**src/rtl/mem_write_m2.sv**
```systemverilog
// Result write side: per-bank address counters absorb the systolic skew and
// fill N result BRAM banks. Optional overflow flag under MEM_WRITE_OVF_CHECK_EN.
module mem_write_m2 #(
  parameter int unsigned D_W   = 8,
  parameter int unsigned N     = 3,
  parameter int unsigned M     = 6,
  parameter int unsigned ACC_W = 2*D_W + $clog2(M),
  localparam int unsigned WORDS = M*M/N,
  localparam int unsigned AW    = $clog2(WORDS)
) (
  input  logic             clk,
  input  logic             rst,
  input  logic             start,
  input  logic [N-1:0]     valid_in,
  input  logic [ACC_W-1:0] data_in      [N-1:0],
  output logic [N-1:0]     wr_en_bram,
  output logic [AW-1:0]    wr_addr_bram [N-1:0],
  output logic [ACC_W-1:0] wr_data_bram [N-1:0],
  output logic             busy,
  output logic             done,
  output logic             err
);

  typedef enum logic [1:0] {IDLE, RUN, DONE} state_t;

  state_t          state, state_nxt;
  logic [AW-1:0]   cnt [N-1:0];
  logic [N-1:0]    full;
  logic [N-1:0]    wr_c;
  logic [N-1:0]    fill_c;

  // Next state and per-bank write qualification; start always takes priority.
  always_comb begin
    state_nxt = state;
    wr_c      = '0;
    fill_c    = '0;
    case (state)
      IDLE: if (start) state_nxt = RUN;
      RUN: begin
        if (!start) begin
          for (int unsigned x = 0; x < N; x++) begin
            if (valid_in[x] && !full[x]) begin
              wr_c[x]   = 1'b1;
              fill_c[x] = (cnt[x] == AW'(WORDS-1));
            end
          end
          if (&(full | fill_c)) state_nxt = DONE;
        end
      end
      DONE: if (start) state_nxt = RUN;
      default: state_nxt = IDLE;
    endcase
  end

  always_ff @(posedge clk) begin
    if (rst) state <= IDLE;
    else     state <= state_nxt;
  end

  // Write port registers, counters and status flags.
  always_ff @(posedge clk) begin
    if (rst) begin
      wr_en_bram <= '0;
      full       <= '0;
      busy       <= 1'b0;
      done       <= 1'b0;
      for (int unsigned x = 0; x < N; x++) begin
        cnt[x]          <= '0;
        wr_addr_bram[x] <= '0;
        wr_data_bram[x] <= '0;
      end
    end else begin
      wr_en_bram <= wr_c;
      busy       <= (state_nxt == RUN);
      done       <= (state_nxt == DONE);
      if (start) begin
        full <= '0;
        for (int unsigned x = 0; x < N; x++) cnt[x] <= '0;
      end else begin
        for (int unsigned x = 0; x < N; x++) begin
          if (wr_c[x]) begin
            // A bank that just wrote its last word holds its count.
            if (fill_c[x]) full[x] <= 1'b1;
            else           cnt[x]  <= cnt[x] + AW'(1);
          end
        end
      end
      for (int unsigned x = 0; x < N; x++) begin
        if (wr_c[x]) begin
          wr_addr_bram[x] <= cnt[x];
          wr_data_bram[x] <= data_in[x];
        end
      end
    end
  end

`ifdef MEM_WRITE_OVF_CHECK_EN
  logic ovf_c;

  // Overflow: valid on an already-full bank in RUN, or any valid in DONE.
  always_comb begin
    ovf_c = 1'b0;
    if (!start) begin
      if (state == RUN)  ovf_c = |(valid_in & full);
      if (state == DONE) ovf_c = |valid_in;
    end
  end

  always_ff @(posedge clk) begin
    if (rst || start) err <= 1'b0;
    else if (ovf_c)   err <= 1'b1;
  end
`else
  assign err = 1'b0;
`endif

endmodule
```
**config.mk**
```make
export PLATFORM = sky130hd
export DESIGN_NAME = mem_write_m2
export DESIGN_NICKNAME = d
export VERILOG_FILES = /design/src/rtl/mem_write_m2.sv
export SDC_FILE = /design/constraint.sdc
export NUM_CORES = 1
export LEC_CHECK = 0
export CORE_MARGIN = 10
export CORE_UTILIZATION = 44
export CTS_CLUSTER_DIAMETER = 80
export DETAILED_ROUTE_END_ITERATION = 7
export PLACE_DENSITY = 0.8
export SLEW_MARGIN = 20
export SYNTH_ARGS = -nofsm -noshare
export SYNTH_HDL_FRONTEND = slang
export SYNTH_SLANG_ARGS = --single-unit
```
**constraint.sdc**
```tcl
create_clock -name clk -period 1.8 [get_ports clk]
set_input_delay 0.18 -clock clk [delete_from_list [all_inputs] [get_ports clk]]
set_output_delay 0.18 -clock clk [all_outputs]
set_load 0.02 [all_outputs]
```
[Word level (Yosys, flattened, before mapping)]
Memories as Yosys holds them, arrays and structs flattened.
Cells that the tools add are included.
Storage, ports and cells
  word-level logic and storage cells: 90
  memories kept: 1
  bits in registers: 79
  input bits: 63
  RAM bits: 12
  output and inout port bits: 75
Memories
  cnt: words 3, bits a word 4, rd ports 3, clocked after memory_dff 0, wr ports 3, RTL line 27  | logic [AW-1:0] cnt [N-1:0];
Operators by class
  bitwise operators: 7
  multiplexer cells: 46
  equality and inequality tests: 7
  add/sub/neg operators: 3
  reductions and logical operators: 13
Operators with widths (number)
  $mux W1: 32
  $mux W4: 6
  $add A4 B1 Y4 const B: 3
  $eq A4 B4 Y1 const B: 3
  $mux W3: 4
  $mux W2: 3
  $or A1 B1 Y1: 6
  $reduce_and A2 Y1: 3
  $eq A2 B1 Y1 const B: 2
  $eq A2 B2 Y1 const B: 2
  $pmux W2 S2: 1
  $reduce_or A2 Y1: 2
  $logic_and A1 B1 Y1: 3
  $logic_not A1 Y1: 3
  $or A3 B3 Y3: 1
  $reduce_and A3 Y1: 1
  $logic_not A2 Y1: 1

[Depth between registers and ports, before layout]
Gate-level depths: netlist of run 1.
  depth after elaboration: 13
  gate-level depth with buffers: 6
  gate-level depth less buffers: 4

[Least setup slack after synthesis of run 1]
OpenSTA, ideal clock, no wires.
  path kind: register -> register
  start: mem cnt[0][0] in the netlist's numbering
  end: mem cnt[0][0] in the netlist's numbering (enable)
  buffers on the path: 1
  path slack: 0.301 ns
  clock period less this slack: 1.499 ns
  cell stages (with the launch flop): 6
  arrival time: 1.218 ns
  setup time: 0.281 ns
  required time: 1.519 ns
  cell sequence: edfxtp_1 > ha_1 > nand2_1 > o211ai_1 > buf_2 > nand2_1
RTL lines (RTL line)
  start: declaration: 27

==> results.toml, run 1 <==
[status]
status = "completed"

[clock_network]
clkTransAtPathRegs_ps = 90
numClockSinks = 91
cts_setup_buffers = 0
cts-root-buf = "clkbuf_8"
worstSkewPairLatency_ps = 350
htree_levels = 3
cts_buffers = 9
cts_hold_buf = 0
cts_resized = 0
cts_tree = "done"
clockBufferDepth = 2

[grt]
track_usage = 0.173
grt.overflow.total = 0
grt_pass1_vias = 3465
grt.busiest_layer = "met2"
antenna_found_initial = 0
use_met3 = 0.0541
grt_use_met1 = 0.206
met2_usage = 0.296
grt_pass1_wl_um = 18100
grt_max_degree = 71

[detailed_routing]
post-route-drc-count = 0
firstDrtPassIters = 5
wirelength_um = 11300
ant_nets = 0
via_per_inst = 5.53
drtIter0Drc = 198
wl_per_cell_um = 17.5
vias = 3575

[power_and_ir_drop]
pwr-share-clk = 0.331
internal_power_mw = 3.05
peakVddDrop_uv = 398
p_sw_frac = 0.254
seqPwrFrac = 0.530
p_switching_mw = 1.04
p_comb_frac = 0.139
power_density_nw_per_um2 = 765
p_leak_nw = 1.79

[sta]
final.min_clock_period_ps = 1550
drv_slew = 0
max_clock_freq_ghz = 0.647
fin_crit_sh = 0.859
hold_slack_ps = 308
worst_slack_ps = 254
skew_ps = 12.3
rsz0062_at_grt = "no"
finalSetupViolCount = 0
hold_viol_final = 0
relSlewSlack = 0.523
max_slew.worst_pin.slew_ps = 715

[synthesis]
synth_top_family_by_area = "compound AO/OA/AOI/OAI gates"
synthCells = 412
syn_area_per_cell_sq_um = 8.87
synth-seq-cells = 91
muxShareOfSynthArea = 0
ys_seq_area_frac = 0.531
synth_xor_area_frac = 0.0144
synth.distinct_cells = 31
synth_fp_nets = 478
synth_compound_area_frac = 0.233
synth_warnings = 0
syn_area_sq_um = 3660
yosys.area_share.simple = 0.151
synth_fa_ha_area_frac = 0.0103

[cells_and_area]
seq_area_sq_um = 1940
final_nets = 602
final_area_sq_um = 5340
multi_input_area_sq_um = 1510
syn_to_final_growth_pct = 46.0
layout-drive-gt1-share = 0.0739
diodes = 0
fillCellCount = 676
stdcell_count = 646

[floorplanning]
start_util = 0.449
ios = 138
dieArea_sq_um = 12400
die_h_um = 111
std_cell_rows = 33
coreArea_sq_um = 8130
die_w_um = 111

[placed_design]
place_area_sq_um = 5140
dpl.cell_count = 630
place_ws_ps = -55.4
gp_congestion = 0.777
port_buffers = 136
place_hpwl_um = 8020

[hold_path]
min-delay-path-class = "input pin to flip-flop"

[worst_setup_path]
worstPathRequired_ps = 1890
cp_max_fo = 12
path_class = "flip-flop to flip-flop"
endpoint_kind = "flip-flop"
worst_ep_arrival_time_ps = 1630
critPathLaunchType = "flip-flop"

[run]
maxCapViolations = 0
-- power groups by stage --
stage               clock network [mW]  registers [mW]  logic [mW]
finish                            1.35            2.16       0.567
global route                      1.48            2.17       0.609
CTS                               1.38            2.16       0.571
detailed placement                   0            2.21       0.567
global placement                     0            2.21       0.557
floorplan                            0            2.25       0.216
-- metrics by stage --
| stage | utilization | total power, mW | setup TNS, ps |
|---|---|---|---|
| after floorplan | - | 2.47 | 0 |
| after global placement | 0.633 | 2.76 | 0 |
| after detailed placement | 0.633 | 2.78 | -310 |
| after CTS | 0.656 | 4.12 | 0 |
| after global routing | 0.656 | 4.26 | 0 |
| final | 0.656 | 4.08 | 0 |
-- sequential cells by signal (all words and copies together) (netlist names) --
name          flops
busy              1
cnt              12
state             2
done              1
full              3
wr_data_bram     57
wr_en_bram        3
wr_addr_bram     12
-- critical path, cell delays in order (launching register included) --
cell and delay, ps:
edfxtp_1 420, ha_1 250, nand2_1 70, o211ai_1 210, buf_4 220, a31oi_1 110
-- cell usage after synthesis, drive strengths merged --
cell type,n,area (sq um)
o21ai,72,360
nand3b,2,15.0
o22ai,1,6.26
dfxtp,79,1580
ha,3,37.5
conb,1,3.75
a41oi,1,8.76
xnor2,3,26.3
o31a,2,17.5
a21oi,69,345
nand2b,3,18.8
a31oi,12,75.1
nor3b,1,12.5
nand3,73,365
and4b,2,20.0
inv,4,15.0
nor4b,1,23.8
nand2,6,22.5
clkbuf,27,101
edfxtp,12,360
or3b,1,11.3
o211ai,2,15.0
a211oi,1,7.51
xor2,3,26.3
o31ai,2,15.0
nor2,10,37.5
buf,15,101
nor2b,4,25.0
-- layout by cell type (no fill, tap or decap), types with 10 or more instances in the layout --
cell / instances
nand3_1: 73
clkdlybuf4s50_1: 135
edfxtp_1: 12
o21ai_1: 10
a21oi_1: 69
nor2_1: 10
buf_4: 15
a31oi_1: 12
dfxtp_1: 79
o21ai_0: 62
-- final timing paths --
path                                   endpoint  slack [ps]       startpoint  depth (start not counted)
worst max-delay path                  cnt[0][1]         250        cnt[0][0]                          5
worst min-delay path                    full[0]         310              rst                          5
worst max register to register        cnt[0][1]         250        cnt[0][0]                          5
worst min register to register  wr_addr_bram[1]         480  wr_addr_bram[1]                          2
-- layer usage --
layer	routed length (um)	vias to the layer above
met4	180	0
li1	-	1730
met5	0	-
met3	662	15
met1	4800	1715
met2	5690	115
-- cells by family (layout without fill, tap and decap cells) --
group / Yosys count / count (layout)
AOI/OAI and AO/OA: 162 / 162
buffers and inverters: 46 / 175
other: 1 / 1
adders and majority gates: 3 / 3
and+or+nand+nor: 103 / 103
xor gates and xnor gates: 6 / 6
DFF: 91 / 91
-- cell type report --
type,count,share of cell area
sequential,91,0.364
timing repair buffer,155,0.290
multi-input combinational,275,0.283
tap,105,0.0246
clock buffer,10,0.0239
clock inverter,6,0.0120
inverter,4,0.00281
(Power assumes the default switching activity.)
==> run 2: changes to the inputs <==
CORE_UTILIZATION = 47   (was 44)
PLACE_DENSITY = 0.85   (was 0.8)
clock period = 1.9 ns   (was 1.8 ns; I/O delays follow)
==> run 2 against run 1 <==
Sequential power down 5%; via count down 1.7%; non-clock buffer count down 2; largest power group unchanged; fmax decreased by 7.9%; global-route usage up 1.0 points; combinational power fell by 7.9%; critical endpoint is now wr_data_bram[36]; clock-buffer cell count increased by 1; clock skew increased by 1.1 ps; routed wire length down 3.3%.
==> results.toml, run 2 (synthesized netlist as in run 1, its figures left out) <==
[status]
status = "completed"

[clock_network]
cts_tree = "done"
cts_buffers = 9
clockBufferDepth = 2
htree_levels = 3
numClockSinks = 91
cts_setup_buffers = 0
cts_resized = 0
cts_hold_buf = 0
cts-root-buf = "clkbuf_8"
worstSkewPairLatency_ps = 360
clkTransAtPathRegs_ps = 90

[cells_and_area]
diodes = 0
final_area_sq_um = 5280
largest_register_ffs = 57
seq_area_sq_um = 1940
reg_top3 = "wr_data_bram: 57 flops, cnt: 12 flops, wr_addr_bram: 12 flops"
fin_util = 0.690
final_nets = 600
layout-drive-gt1-share = 0.0686
stdcell_count = 641
fillCellCount = 609
max_flop_register = "wr_data_bram"
final_common_cell = "clkdlybuf4s50_1"
layout_common_cells = "135 x clkdlybuf4s50_1, 79 x dfxtp_1, 73 x nand3_1"
syn_to_final_growth_pct = 44.3
multi_input_area_sq_um = 1510

[placed_design]
place_ws_ps = -15.4
dpl.cell_count = 625
gp_congestion = 0.807
place_hpwl_um = 7870
port_buffers = 136
place_area_sq_um = 5100

[sta]
rsz0062_at_grt = "no"
finalSetupViolCount = 0
max_clock_freq_ghz = 0.596
final.min_clock_period_ps = 1680
final.setup.tns_ps = 0
skew_ps = 13.4
relSlewSlack = 0.525
hold_viol_final = 0
worst_slack_ps = 221
drv_slew = 0
max_slew.worst_pin.slew_ps = 712
fin_crit_sh = 0.884

[grt]
track_usage = 0.183
grt_pass1_vias = 3415
antenna_found_initial = 0
grt.overflow.total = 0
grt_max_degree = 70
grt_pass1_wl_um = 17400

[worst_setup_path]
worstPathRequired_ps = 2180
endpoint_kind = "flip-flop"
startpoint = "state[1]"
worstRegToRegCells = 3
r2r_setup_slack_ps = 220
cp_max_fo = 69
path_class = "flip-flop to flip-flop"
endpoint = "wr_data_bram[36]"
worst_r2r_endpoint = "wr_data_bram[36]"
worst_ep_arrival_time_ps = 1960
critPathLaunchType = "flip-flop"
reg2reg_from = "state[1]"

[detailed_routing]
wl_met1_um = 4480
wl_per_cell_um = 17.1
post-route-drc-count = 0
drtIter0Drc = 172
wirelength_um = 11000
wl_met2_um = 5410
vias = 3516
ant_nets = 0
dr.max_layer_used = "met4"
firstDrtPassIters = 4
wl_met3_um = 961
via_per_inst = 5.49

[power_and_ir_drop]
p_leak_nw = 1.75
power_density_nw_per_um2 = 713
peakVddDrop_uv = 580

[floorplanning]
start_util = 0.478
die_h_um = 108
std_cell_rows = 32
ios = 138
coreArea_sq_um = 7650
dieArea_sq_um = 11700
die_w_um = 108

[run]
maxCapViolations = 0

[hold_path]
min-delay-path-class = "input pin to flip-flop"
-- run 2: stage by stage --
step	total power, mW	hold slack [ps]
2_1_floorplan	2.34	338
3_3_place_gp	2.60	458
3_5_place_dp	2.61	466
4_1_cts	3.79	275
5_1_grt	3.94	306
6_report	3.76	292
-- run 2: how the worst min path moves through the flow --
stage / start / to / depth (start not counted)
2_1_floorplan: data_in[0] / wr_data_bram[0] / 2
3_5_place_dp: wr_data_bram[2] / wr_data_bram[2] / 2
5_1_grt: rst / wr_data_bram[43] / 3
4_1_cts: rst / wr_data_bram[38] / 3
6_report: rst / wr_data_bram[42] / 3
3_3_place_gp: wr_data_bram[30] / wr_data_bram[30] / 2
-- run 2: layer usage --
layer / vias up / GRT usage
met5: - / 0
met4: 0 / 0.0458
met3: 8 / 0.0648
met2: 106 / 0.307
met1: 1673 / 0.219
li1: 1729 / -
-- run 2: worst max-delay path, stage by stage (launching register included) --
cell and delay (ps):
dfxtp_1 510, or3b_4 660, o21ai_0 200, a21oi_1 210
-- run 2: area by class of cell --
cell class | count | area share
sequential | 91 | 0.368
timing repair buffer | 153 | 0.286
multi-input combinational | 275 | 0.285
clock buffer | 11 | 0.0268
tap | 102 | 0.0242
clock inverter | 5 | 0.00688
inverter | 4 | 0.00285
-- run 2: power by group --
part | internal, mW | leakage (nW) | switching [mW]
sequential | 2.01 | 0.774 | 0.0409
clock | 0.515 | 0.0864 | 0.676
combinational | 0.259 | 0.894 | 0.263
total | 2.78 | 1.75 | 0.980
==> run 3: changes to the inputs <==
RECOVER_POWER = 25   (was unset)
clock period = 1.95 ns   (was 1.9 ns; I/O delays follow)
==> run 3 against run 2 <==
Register-to-register slack better by 50 ps; non-clock buffer count decreased by 1; via count up 2.8%; flip-flop and latch count is the same; sequential share of layout area is 0.14 points higher; clock skew is essentially flat; utilization shrank 0.26 points; critical endpoint is now wr_data_bram[24]; die area unchanged; sequential power decreased by 2%; routed wire length grew 3.5%; global-route usage fell by 0.086 points; critical path type unchanged.
==> results.toml, run 3 (synthesized netlist as in run 1, its figures left out) <==
[placed_design]
place_area_sq_um = 5080
place_hpwl_um = 8140
dpl.cell_count = 624
port_buffers = 136
place_ws_ps = 40.5
gp_congestion = 0.808

[clock_network]
cts-root-buf = "clkbuf_8"
clockBufferDepth = 2
clkTransAtPathRegs_ps = 100
worstSkewPairLatency_ps = 360
htree_levels = 3
cts_setup_buffers = 0
cts_hold_buf = 0
cts_tree = "done"
cts_buffers = 9
numClockSinks = 91
cts_resized = 0

[floorplanning]
coreArea_sq_um = 7650
start_util = 0.478
dieArea_sq_um = 11700
die_h_um = 108
die_w_um = 108
ios = 138
std_cell_rows = 32

[power_and_ir_drop]
p_leak_nw = 1.84
internal_power_mw = 2.71
p_total_mw = 3.71
power_density_nw_per_um2 = 705
p_sw_frac = 0.269
p_comb_frac = 0.135
pwr-share-clk = 0.326
peakVddDrop_uv = 419
seqPwrFrac = 0.539
p_switching_mw = 0.998

[cells_and_area]
reg_top3 = "wr_data_bram: 57 flops, cnt: 12 flops, wr_addr_bram: 12 flops"
stdcell_count = 640
diodes = 0
final_area_sq_um = 5260
layout_common_cells = "106 x clkdlybuf4s50_1, 79 x dfxtp_1, 73 x nand3_1"
fillCellCount = 607
syn_to_final_growth_pct = 43.8
fin_util = 0.687
final_common_cell = "clkdlybuf4s50_1"
largest_register_ffs = 57
final_nets = 599
max_flop_register = "wr_data_bram"
layout-drive-gt1-share = 0.0651

[sta]
finalSetupViolCount = 0
skew_ps = 13.8
hold_slack_ps = 280
max_slew.worst_pin.slew_ps = 724
final.min_clock_period_ps = 1680
worst_slack_ps = 269
final.setup.tns_ps = 0
rsz0062_at_grt = "no"
relSlewSlack = 0.517
fin_crit_sh = 0.862
drv_slew = 0
max_clock_freq_ghz = 0.595
hold_viol_final = 0

[hold_path]
min-delay-path-class = "input pin to flip-flop"
hp-start = "rst"

[run]
maxCapViolations = 0

[grt]
grt_pass1_wl_um = 17600
track_usage = 0.183
grt_pass1_vias = 3455
grt.overflow.total = 0
grt_max_degree = 70
antenna_found_initial = 0

[detailed_routing]
post-route-drc-count = 0
drtIter0Drc = 224
firstDrtPassIters = 4
via_per_inst = 5.65
wl_per_cell_um = 17.7
vias = 3615
ant_nets = 0
wirelength_um = 11300

[worst_setup_path]
endpoint_kind = "flip-flop"
reg2reg_from = "state[0]"
startpoint = "state[0]"
cp_max_fo = 69
worst_ep_arrival_time_ps = 1900
critPathLaunchType = "flip-flop"
worstPathRequired_ps = 2170
path_class = "flip-flop to flip-flop"

[status]
status = "completed"
[run 3: cell types whose count changed in the layout (fill, tap and decap cells not counted), sizes merged]
cell,previous run,this run
clkinv,1,3
clkdlybuf4s50,135,106
clkinvlp,2,1
clkbuf,11,12
dlygate4sd3,0,29
buf,18,15
[run 3: critical path: stages (launching register included)]
cell	delay, ps
dfxtp_1	440
or3b_4	680
o21ai_0	290
a21oi_1	100
[run 3: power groups by stage]
stage	sequential, mW	clock (mW)	combinational, mW
final	2.00	1.21	0.501
after global routing	2.00	1.30	0.538
after CTS	2.00	1.21	0.509
after detailed placement	2.04	0	0.506
after global placement	2.04	0	0.495
after floorplan	2.08	0	0.199
[run 3: path summary, 6_finish.rpt]
check             slack (ps)  depth (start not counted)          endpoint
setup / recovery         270                          3  wr_data_bram[24]
hold / removal           280                          3  wr_data_bram[41]
setup reg to reg         270                          3  wr_data_bram[24]
hold reg to reg          480                          2   wr_data_bram[3]
[run 3: area by class of cell]
| type | count | area (sq um) | share of cell area |
|---|---|---|---|
| Sequential cell | 91 | 1940 | 0.369 |
| Multi-Input combinational cell | 275 | 1510 | 0.286 |
| Timing Repair Buffer | 152 | 1480 | 0.282 |
| Clock buffer | 10 | 138 | 0.0262 |
| Tap cell | 102 | 128 | 0.0243 |
| Clock inverter | 6 | 47.5 | 0.00905 |
| Inverter | 4 | 15.0 | 0.00286 |
[run 3: layer usage]
| metal | share of wire | vias to the layer above | track usage |
|---|---|---|---|
| met4 | 0.013 | 0 | 0.0553 |
| met3 | 0.086 | 13 | 0.0529 |
| met1 | 0.40 | 1737 | 0.211 |
| li1 | - | 1725 | - |
| met5 | 0 | - | 0 |
| met2 | 0.50 | 140 | 0.318 |
